`src/rtl/datacache_sram_arbiter.sv`:
```
// datacache_sram_arbiter
// Two-port arbiter/sequencer for the single-port data cache SRAM macro.
// Port 0 = core load/store unit, port 1 = refill/writeback engine.
// One request is granted per cycle. The macro is driven combinationally from
// the granted request. Reads are tracked through the fixed macro latency so
// each response returns to the port that issued it.
// Optional build macro: DCACHE_SRAM_ARB_PERF_EN adds three 32-bit perf counters.
module datacache_sram_arbiter #(
    parameter int ADDR_WIDTH   = 11,
    parameter int DATA_WIDTH   = 32,
    parameter int NUM_WMASKS   = 4,
    parameter int READ_LATENCY = 3
) (
    input  logic                  clk_i,
    input  logic                  rst_i,
    input  logic                  p0_valid_i,
    output logic                  p0_ready_o,
    input  logic                  p0_we_i,
    input  logic [ADDR_WIDTH-1:0] p0_addr_i,
    input  logic [DATA_WIDTH-1:0] p0_wdata_i,
    input  logic [NUM_WMASKS-1:0] p0_wmask_i,
    input  logic                  p1_valid_i,
    output logic                  p1_ready_o,
    input  logic                  p1_we_i,
    input  logic [ADDR_WIDTH-1:0] p1_addr_i,
    input  logic [DATA_WIDTH-1:0] p1_wdata_i,
    input  logic [NUM_WMASKS-1:0] p1_wmask_i,
    input  logic                  p1_lock_i,
    output logic [1:0]            rsp_valid_o,
    output logic [DATA_WIDTH-1:0] rsp_rdata_o,
    output logic                  sram_csb_o,
    output logic                  sram_web_o,
    output logic [NUM_WMASKS-1:0] sram_wmask_o,
    output logic [ADDR_WIDTH-1:0] sram_addr_o,
    output logic [DATA_WIDTH-1:0] sram_din_o,
    input  logic [DATA_WIDTH-1:0] sram_dout_i
`ifdef DCACHE_SRAM_ARB_PERF_EN
    ,
    output logic [31:0]           perf_conflict_o,
    output logic [31:0]           perf_p0_gnt_o,
    output logic [31:0]           perf_p1_gnt_o
`endif
);

    // Port that was granted most recently (1 after reset so port 0 wins first)
    logic                    last_gnt;
    logic                    gnt0;
    logic                    gnt1;
    logic                    rd_acc;
    logic                    rsp_hit;
    // Read tracking pipeline: valid bit and issuing port per stage
    logic [READ_LATENCY-1:0] vld_pipe;
    logic [READ_LATENCY-1:0] port_pipe;

    // Arbitration: single requester wins, lock forces port 1, else round-robin
    always_comb begin
        gnt0 = 1'b0;
        gnt1 = 1'b0;
        if (!rst_i) begin
            if (p0_valid_i && p1_valid_i) begin
                if (p1_lock_i || !last_gnt) gnt1 = 1'b1;
                else                        gnt0 = 1'b1;
            end else begin
                gnt0 = p0_valid_i;
                gnt1 = p1_valid_i;
            end
        end
    end

    assign p0_ready_o = gnt0;
    assign p1_ready_o = gnt1;
    assign rd_acc     = (gnt0 && !p0_we_i) || (gnt1 && !p1_we_i);

    // Macro drive: idle values unless a request is accepted this cycle
    always_comb begin
        sram_csb_o   = 1'b1;
        sram_web_o   = 1'b1;
        sram_wmask_o = '0;
        sram_addr_o  = '0;
        sram_din_o   = '0;
        if (gnt0) begin
            sram_csb_o   = 1'b0;
            sram_web_o   = ~p0_we_i;
            sram_wmask_o = p0_we_i ? p0_wmask_i : '0;
            sram_addr_o  = p0_addr_i;
            sram_din_o   = p0_wdata_i;
        end else if (gnt1) begin
            sram_csb_o   = 1'b0;
            sram_web_o   = ~p1_we_i;
            sram_wmask_o = p1_we_i ? p1_wmask_i : '0;
            sram_addr_o  = p1_addr_i;
            sram_din_o   = p1_wdata_i;
        end
    end

    // Round-robin pointer moves only when something is accepted
    always_ff @(posedge clk_i or posedge rst_i) begin
        if (rst_i) begin
            last_gnt <= 1'b1;
        end else if (gnt0) begin
            last_gnt <= 1'b0;
        end else if (gnt1) begin
            last_gnt <= 1'b1;
        end
    end

    // Read tracking shift pipeline; never stalls, cleared by reset
    always_ff @(posedge clk_i or posedge rst_i) begin
        if (rst_i) begin
            vld_pipe  <= '0;
            port_pipe <= '0;
        end else begin
            vld_pipe[0]  <= rd_acc;
            port_pipe[0] <= gnt1;
            for (int i = 1; i < READ_LATENCY; i++) begin
                vld_pipe[i]  <= vld_pipe[i-1];
                port_pipe[i] <= port_pipe[i-1];
            end
        end
    end

    // Response: last stage steers macro output to the issuing port; reset
    // in the response cycle suppresses it
    always_comb begin
        rsp_hit     = vld_pipe[READ_LATENCY-1] && !rst_i;
        rsp_valid_o = {rsp_hit && port_pipe[READ_LATENCY-1],
                       rsp_hit && !port_pipe[READ_LATENCY-1]};
        rsp_rdata_o = rsp_hit ? sram_dout_i : '0;
    end

`ifdef DCACHE_SRAM_ARB_PERF_EN
    // Free-running perf counters, wrap modulo 2^32
    always_ff @(posedge clk_i or posedge rst_i) begin
        if (rst_i) begin
            perf_conflict_o <= '0;
            perf_p0_gnt_o   <= '0;
            perf_p1_gnt_o   <= '0;
        end else begin
            if (p0_valid_i && p1_valid_i) perf_conflict_o <= perf_conflict_o + 32'd1;
            if (gnt0)                     perf_p0_gnt_o   <= perf_p0_gnt_o + 32'd1;
            if (gnt1)                     perf_p1_gnt_o   <= perf_p1_gnt_o + 32'd1;
        end
    end
`endif

endmodule

```
`config.mk`:
```
export PLATFORM = sky130hd
export DESIGN_NAME = datacache_sram_arbiter
export DESIGN_NICKNAME = d
export VERILOG_FILES = /design/src/rtl/datacache_sram_arbiter.sv
export SDC_FILE = /design/constraint.sdc
export NUM_CORES = 1
export LEC_CHECK = 0
export CORE_ASPECT_RATIO = 2
export CORE_MARGIN = 8
export CORE_UTILIZATION = 19
export DETAILED_ROUTE_END_ITERATION = 10
export GPL_ROUTABILITY_DRIVEN = 0
export GPL_TIMING_DRIVEN = 0
export PLACE_DENSITY = 0.85
export SLEW_MARGIN = 30
export SYNTH_ARGS = -nofsm -noshare
export SYNTH_HDL_FRONTEND = slang
export SYNTH_SLANG_ARGS = --single-unit
```
`constraint.sdc`:
```
create_clock -name clk_i -period 1.5 [get_ports clk_i]
set_input_delay 0.15 -clock clk_i [delete_from_list [all_inputs] [get_ports clk_i]]
set_output_delay 0.15 -clock clk_i [all_outputs]
set_load 0.01 [all_outputs]
```
# Word-level counts from Yosys, hierarchy flattened

Cells that the tools add are included.

Bitwise operators: 2
Reductions and logical operators: 14
Muxes and demuxes: 21

Operators by type and width:

| cell              | number |
|---|---|
| $mux 32           | 3 |
| $mux 11           | 2 |
| $mux 4            | 4 |
| $mux 1            | 12 |
| $logic_and 1x1->1 | 6 |
| $logic_not 1->1   | 5 |
| $logic_or 1x1->1  | 2 |
| $not 1->1         | 2 |
| $reduce_bool 2->1 | 1 |

Input bits: 133
Output and inout bits: 85
Register bits: 7
Logic and storage cells: 40

# Longest topological paths before layout

Gate-level depths: netlist of the first run.

Depth in word-level cells: 7
Mapped depth: 5
Gate-level depth less buffers: 3

# Least setup slack after synthesis of the first run

Ideal clock, no wire load.

Kind: reg-to-output
Start point: register last_gnt
End point: output sram_din_o[10]
Path buffers: 1
Arrival time: 1.220 ns
Setup slack: 0.130 ns
Cell stages (with the launch flop): 5
Data required time: 1.350 ns
Cell sequence: dfstp_2 -> nand2b_1 -> a21oi_4 -> buf_2 -> a22o_1

Word-level cells in the longest chain between the ends: 7
Elaborated cells on any way between the ends: 10
Those cells by class: mux (8); reduce/logical (2)

Ends and longest elaborated chain:

| what                   | RTL line | source |
|---|---|---|
| from (decl)            | 46       | `logic last_gnt;` |
| from (signal assigned) | 99       | `last_gnt <= 1'b1;` |
| from (signal assigned) | 101      | `last_gnt <= 1'b0;` |
| from (signal assigned) | 103      | `last_gnt <= 1'b1;` |
| $logic_not 1->1 *      | 61       | `if (p1_lock_i \|\| !last_gnt) gnt1 = 1'b1;` |
| $logic_or 1x1->1 *     | 61       |  |
| $mux 1                 | 61       |  |
| $mux 1                 | 60       | `if (p0_valid_i && p1_valid_i) begin` |
| $mux 1                 | 59       | `if (!rst_i) begin` |
| $mux 32                | 87       | `end else if (gnt1) begin` |
| $mux 32 *              | 81       | `if (gnt0) begin` |
| to (decl)              | 35       | `output logic [DATA_WIDTH-1:0] sram_din_o,` |

Mark *: on every way between the ends. The rest lies on a longest branch, timed or not.

# Final worst setup path of the first run

Start point: register last_gnt
End point: output sram_din_o[28]

The elaborated chain is that of the path after synthesis.

==> results of run 1 <==
cell type report:
cell class              count  share of cell area [%]
plain buffers              12                    5.01
clock buffers               4                    1.33
inverters                   3                   0.334
multi-input cells          94                    23.2
flip-flops and latches      7                    5.23
well taps                  60                    2.22
repair buffers            225                    62.7
power breakdown:
| part | internal, mW | total (mW) | switching, mW |
|---|---|---|---|
| registers | 0.207 | 0.213 | 0.00582 |
| clock network | 0.183 | 0.260 | 0.0761 |
| logic | 0.583 | 0.870 | 0.288 |
| total | 0.973 | 1.34 | 0.370 |
registers in the layout, summed over array words and instances (netlist names):
| signal | count |
|---|---|
| port_pipe | 3 |
| last_gnt | 1 |
| vld_pipe | 3 |
worst min-delay path by stage:
stage	from	end	slack, ns	cells after the start
2_1_floorplan	rst_i	port_pipe[0]	-0.04	1
3_3_place_gp	port_pipe[1]	port_pipe[2]	0.33	0
3_5_place_dp	vld_pipe[1]	vld_pipe[2]	0.34	0
4_1_cts	rst_i	vld_pipe[2]	0.09	2
5_1_grt	rst_i	port_pipe[0]	0.11	2
6_report	rst_i	vld_pipe[1]	0.08	2
worst max-delay path, delay by kind of cell (launching register included):
kind	cells	cell delay, ns
AOI/OAI and AO/OA	1	0.21
buffers and inverters	2	0.28
DFF	1	0.53
and+or+nand+nor	2	0.33
cell usage after synthesis:
library cell / n / area [um^2]
and3_2: 1 / 7.51
nor2_1: 2 / 7.51
and2_4: 1 / 8.76
nand2b_4: 1 / 13.8
a21oi_4: 1 / 16.3
buf_8: 3 / 45.0
inv_1: 3 / 11.3
nor2b_1: 2 / 12.5
a21oi_1: 1 / 5.00
and2_1: 33 / 206
nand2b_1: 1 / 6.26
buf_2: 2 / 10.0
nand3b_1: 1 / 7.51
clkbuf_1: 3 / 11.3
buf_6: 2 / 22.5
nor2b_4: 1 / 13.8
a22o_2: 5 / 50.1
dfrtp_1: 6 / 150
clkbuf_4: 1 / 7.51
o21ai_0: 1 / 5.00
dfstp_2: 1 / 26.3
a32o_1: 4 / 40.0
buf_12: 2 / 40.0
a22o_1: 39 / 342
routing by layer:
| metal | global-route usage, % | up-vias | wire length (um) |
|---|---|---|---|
| met5 | 0 | - | 0 |
| met4 | 4.42 | 0 | 59 |
| met1 | 12.9 | 806 | 2270 |
| li1 | - | 897 | - |
| met3 | 9.75 | 4 | 1410 |
| met2 | 30.3 | 171 | 3810 |
cells by family after synthesis:
logic type      after synthesis  synth area share (%)
buf+inv                      16                  13.8
compound gates               51                  43.0
flops                         7                  16.5
simple gates                 43                  26.6
timing repair:
action,4_1_cts,5_1_grt
endpoints found under the setup margin,85,80
gates cloned,2,0
pin swaps,9,1
setup buffers,4,2
gates resized for setup,264,45
endpoints found under the hold margin,0,0
metrics by stage:
step	setup TNS [ns]	hold WS (ns)	util [%]	worst slack, ns
2_1_floorplan	0	-0.0416	-	0.130
3_3_place_gp	-53.71	0.335	61.1	-0.759
3_5_place_dp	-54.48	0.339	61.1	-0.757
4_1_cts	-14.37	0.0862	60.8	-0.253
5_1_grt	-13.08	0.108	62.3	-0.297
6_report	-10.0	0.0831	62.3	-0.234
==> flow_summary.ini, run 1 <==
[timing]
period_needed_ns = 1.73
drv_slew = 0
fmax_mhz = 577
layout_setup_ws_ns = -0.234
rsz0062_at_grt = yes
finalSetupViolations = 50
final_hold_viol_count = 0
tightest_slew_ns = 0.293
period_share_pct = 116
maxSlewHeadroom_pct = 80.5
clock_skew_ns = 0.000109

[finish]
fin_nets = 479
layout_common_cells = clkdlybuf4s50_1 (130), a22o_1 (39), buf_2 (35)
fill_cells = 465
syn2layout_area_growth_pct = 217
stdcell_area_um2 = 3370
instances_no_fill = 405
final_layout_size_suffix_gt1_share_pct = 28.1
diodes = 0
regArea_um2 = 176
multi_input_area_um2 = 783
final_common_cell = clkdlybuf4s50_1

[synth]
yosys_warnings = 0
syn_nets = 250
yosysSeqAreaShare_pct = 16.5
synth_area_um2 = 1070
synth_cell_types = 24
synth.avg_cell_area_um2 = 9.11
ys_ff_latch = 7
synth_cells = 117

[cts]
htreeDepth = 1
cts_max_path_buffers = 2
cts_buffers = 3
worst_setup_hold_path_clk_slew_ns = 0.04
ctsHoldBuffers = 0
clkLatencyLatePin_ns = 0.22
cts_tree = yes
clockRootBuffer = clkbuf_8
cts_num_sinks = 7

[floorplanning]
rows = 38
core_um2 = 5420
io_pins = 218
start_util_pct = 19.7
die_h_um = 122
die-area_um2 = 8410
die_w_um = 69.0

[pwr]
irDropWorstVdd_v = 0.000294
p_total_mw = 1.34
p_per_area_nw_per_um2 = 398
static-leakage-power_nw = 1.85

[run]
drv_cap = 0

[critical_path]
reg2regPathDepth = 6
required_ns = 1.35
r2r_setup_slack_ns = 0.16
crit_slowest_cell = dfstp_2
crit_start = last_gnt
critPathArrivalTime_ns = 1.58
reg2reg_to = vld_pipe[0]
worstPathCellList = nand3b_1 > and2_4 > buf_8 > a22o_1 > buf_6
crit_type = flop to primary output
critical_path_peak_fanout = 10
r2r_start = last_gnt
crit_end = sram_din_o[28]
cp-end-kind = primary output
slowest_delay_ns = 0.53
cp-start-kind = flop

[placed_design]
dpl.hpwl_um = 6860
dp.cells = 394
port_buffers = 217
placed_area_um2 = 3310

[outcome]
outcome = finished with violations
violations = negative setup slack

[detailed_routing]
drc = 0
wl_um = 7550
ant_nets = 0
drt_iter0_drc = 12
num_vias = 1878
firstDrtPassIters = 3
avgRoutedWirePerCell_um = 18.6
vias_per_cell = 4.64

[grt]
antenna_found_initial = 0
grt_pass1_vias = 2057
grt_use_total_pct = 16.1
grt_pass1_wl_um = 10300
grt_max_degree = 12
overflow = 0

[min_path]
hp-class = input pin to asynchronous set/reset pin
(Power assumes the default switching activity.)
==> run 2, diff against run 1 <==
--- a/config.mk
+++ b/config.mk
@@ -6,7 +6,7 @@
 export NUM_CORES = 1
 export LEC_CHECK = 0
 export CORE_ASPECT_RATIO = 2
-export CORE_MARGIN = 8
+export CORE_MARGIN = 10
 export CORE_UTILIZATION = 19
 export DETAILED_ROUTE_END_ITERATION = 10
 export GPL_ROUTABILITY_DRIVEN = 0
==> run 2 against run 1 <==
  * The run still ends with negative setup slack left
  * Hold slack lost 0.0036 ns
  * Non-clock buffer count stayed put
  * Combinational power grew 2%
  * Core utilization fell by 0.16 points
  * Final area decreased by 0.26%
  * Register-to-register slack improved by 0.04 ns
  * First-iteration DRC count rose to 2.9 times the previous value
  * Critical path type unchanged
  * Largest power group unchanged
==> flow_summary.ini, run 2 (same netlist as run 1, synthesis figures left out) <==
[outcome]
outcome = finished with violations
violations = negative setup slack

[critical_path]
crit_type = flop to primary output
crit_start = last_gnt
required_ns = 1.35
cp-end-kind = primary output
critPathArrivalTime_ns = 1.60
r2r_start = last_gnt
cp-start-kind = flop
critical_path_peak_fanout = 10

[pwr]
swShare_pct = 27.5
p_seq_share_pct = 15.8
p_clk_share_pct = 18.9
p_per_area_nw_per_um2 = 403
power_frac_comb_pct = 65.2
netSwitchingPower_uw = 373
static-leakage-power_nw = 1.63
p_int_uw = 982
irDropWorstVdd_v = 0.000371

[finish]
fill_cells = 474
final_common_cell = clkdlybuf4s50_1
fin_nets = 479
stdcell_area_um2 = 3370
final_layout_size_suffix_gt1_share_pct = 29.6
layout_common_cells = clkdlybuf4s50_1 (130), buf_2 (41), a22o_1 (39)
top_regs = port_pipe x3, vld_pipe x3, last_gnt x1
diodes = 0
syn2layout_area_growth_pct = 216

[floorplanning]
die_w_um = 73.0
start_util_pct = 19.7
io_pins = 218
core_um2 = 5420
rows = 38
die-area_um2 = 9190
die_h_um = 126

[timing]
period_share_pct = 117
final_hold_viol_count = 0
period_needed_ns = 1.75
drv_slew = 0
rsz0062_at_grt = yes
clock_skew_ns = 0.00107
maxSlewHeadroom_pct = 80.6
tightest_slew_ns = 0.291
finalSetupViolations = 50
fin_tns_setup_ns = -10.51
fmax_mhz = 571
layout_setup_ws_ns = -0.250

[detailed_routing]
drt_iter0_drc = 35
drc = 0
avgRoutedWirePerCell_um = 19.6
vias_per_cell = 4.63
ant_nets = 0
firstDrtPassIters = 4
wl_um = 7940
num_vias = 1875

[cts]
cts_buffers = 3
cts_max_path_buffers = 2
worst_setup_hold_path_clk_slew_ns = 0.04
clkLatencyLatePin_ns = 0.22
clockRootBuffer = clkbuf_8
htreeDepth = 1
cts_tree = yes
cts_num_sinks = 7

[grt]
antenna_found_initial = 0
grt_use_total_pct = 15.7
grt_pass1_vias = 2033
grt_pass1_wl_um = 11400
overflow = 0
grt_max_degree = 12

[min_path]
hp-class = input pin to asynchronous set/reset pin

[placed_design]
placed_area_um2 = 3310
dpl.hpwl_um = 7300
port_buffers = 217

[run]
drv_cap = 0
==> run 2: cell types whose count changed in the layout (fill, tap and decap cells not counted), sizes merged <==
cell,change
buf,+5
clkbuf,-2
clkdlybuf4s15,+7
dlygate4sd2,+5
dlymetal6s2s,-15
==> run 2: path summary, 6_finish.rpt <==
path / endpoint / slack [ns] / depth (start not counted)
max: sram_din_o[17] / -0.25 / 5
min: port_pipe[1] / 0.08 / 2
max reg2reg: last_gnt / 0.20 / 6
min reg2reg: vld_pipe[1] / 0.34 / 0
max in group asynchronous: last_gnt / 1.20 / 2
min in group clk_i: vld_pipe[1] / 0.34 / 0
==> run 2: layout make-up <==
class	count	area (um^2)	share of cell area, %
repair buffers	225	2080	61.7
well taps	60	75.1	2.23
flip-flops and latches	7	176	5.24
inverters	3	11.3	0.335
clock buffers	4	45.0	1.34
plain buffers	12	184	5.46
multi-input cells	94	798	23.7
==> run 2: repair_timing <==
action,in CTS,in global routing
hold buffers,0,0
endpoints found under the setup margin,85,66
gates resized for setup,306,28
cloned,0,2
setup buffers,4,2
pin swaps,4,8
==> run 2: metrics by stage <==
| stage | hold WS, ns | instances | power [mW] | utilization [%] | setup WS, ns |
|---|---|---|---|---|---|
| 2_1_floorplan | -0.0416 | 117 | 0.486 | - | 0.130 |
| 3_3_place_gp | 0.334 | 394 | 1.10 | 61.1 | -0.733 |
| 3_5_place_dp | 0.337 | 394 | 1.11 | 61.1 | -0.759 |
| 4_1_cts | 0.0895 | 401 | 1.33 | 59.6 | -0.293 |
| 5_1_grt | 0.0953 | 405 | 1.44 | 62.1 | -0.317 |
| 6_report | 0.0794 | 405 | 1.35 | 62.1 | -0.250 |
==> run 2: routing by layer <==
layer | track usage [%] | part of all wire [%] | vias up
li1 | - | - | 898
met1 | 14.7 | 35 | 793
met2 | 26.7 | 47 | 182
met3 | 11.7 | 18 | 2
met4 | 2.70 | 0.52 | 0
met5 | 0 | 0 | -
==> run 2: critical path: stages (launching register included) <==
cell and delay (ns):
dfstp_2 0.55, nand3b_1 0.12, and2_4 0.21, buf_8 0.15, a22o_1 0.20, buf_2 0.14
==> run 2: power by group through the flow <==
stage | clock network [mW] | registers, mW | logic [mW]
finish | 0.256 | 0.215 | 0.884
global route | 0.279 | 0.216 | 0.947
CTS | 0.268 | 0.215 | 0.851
detailed placement | 0 | 0.215 | 0.897
global placement | 0 | 0.214 | 0.886
floorplan | 0 | 0.213 | 0.273
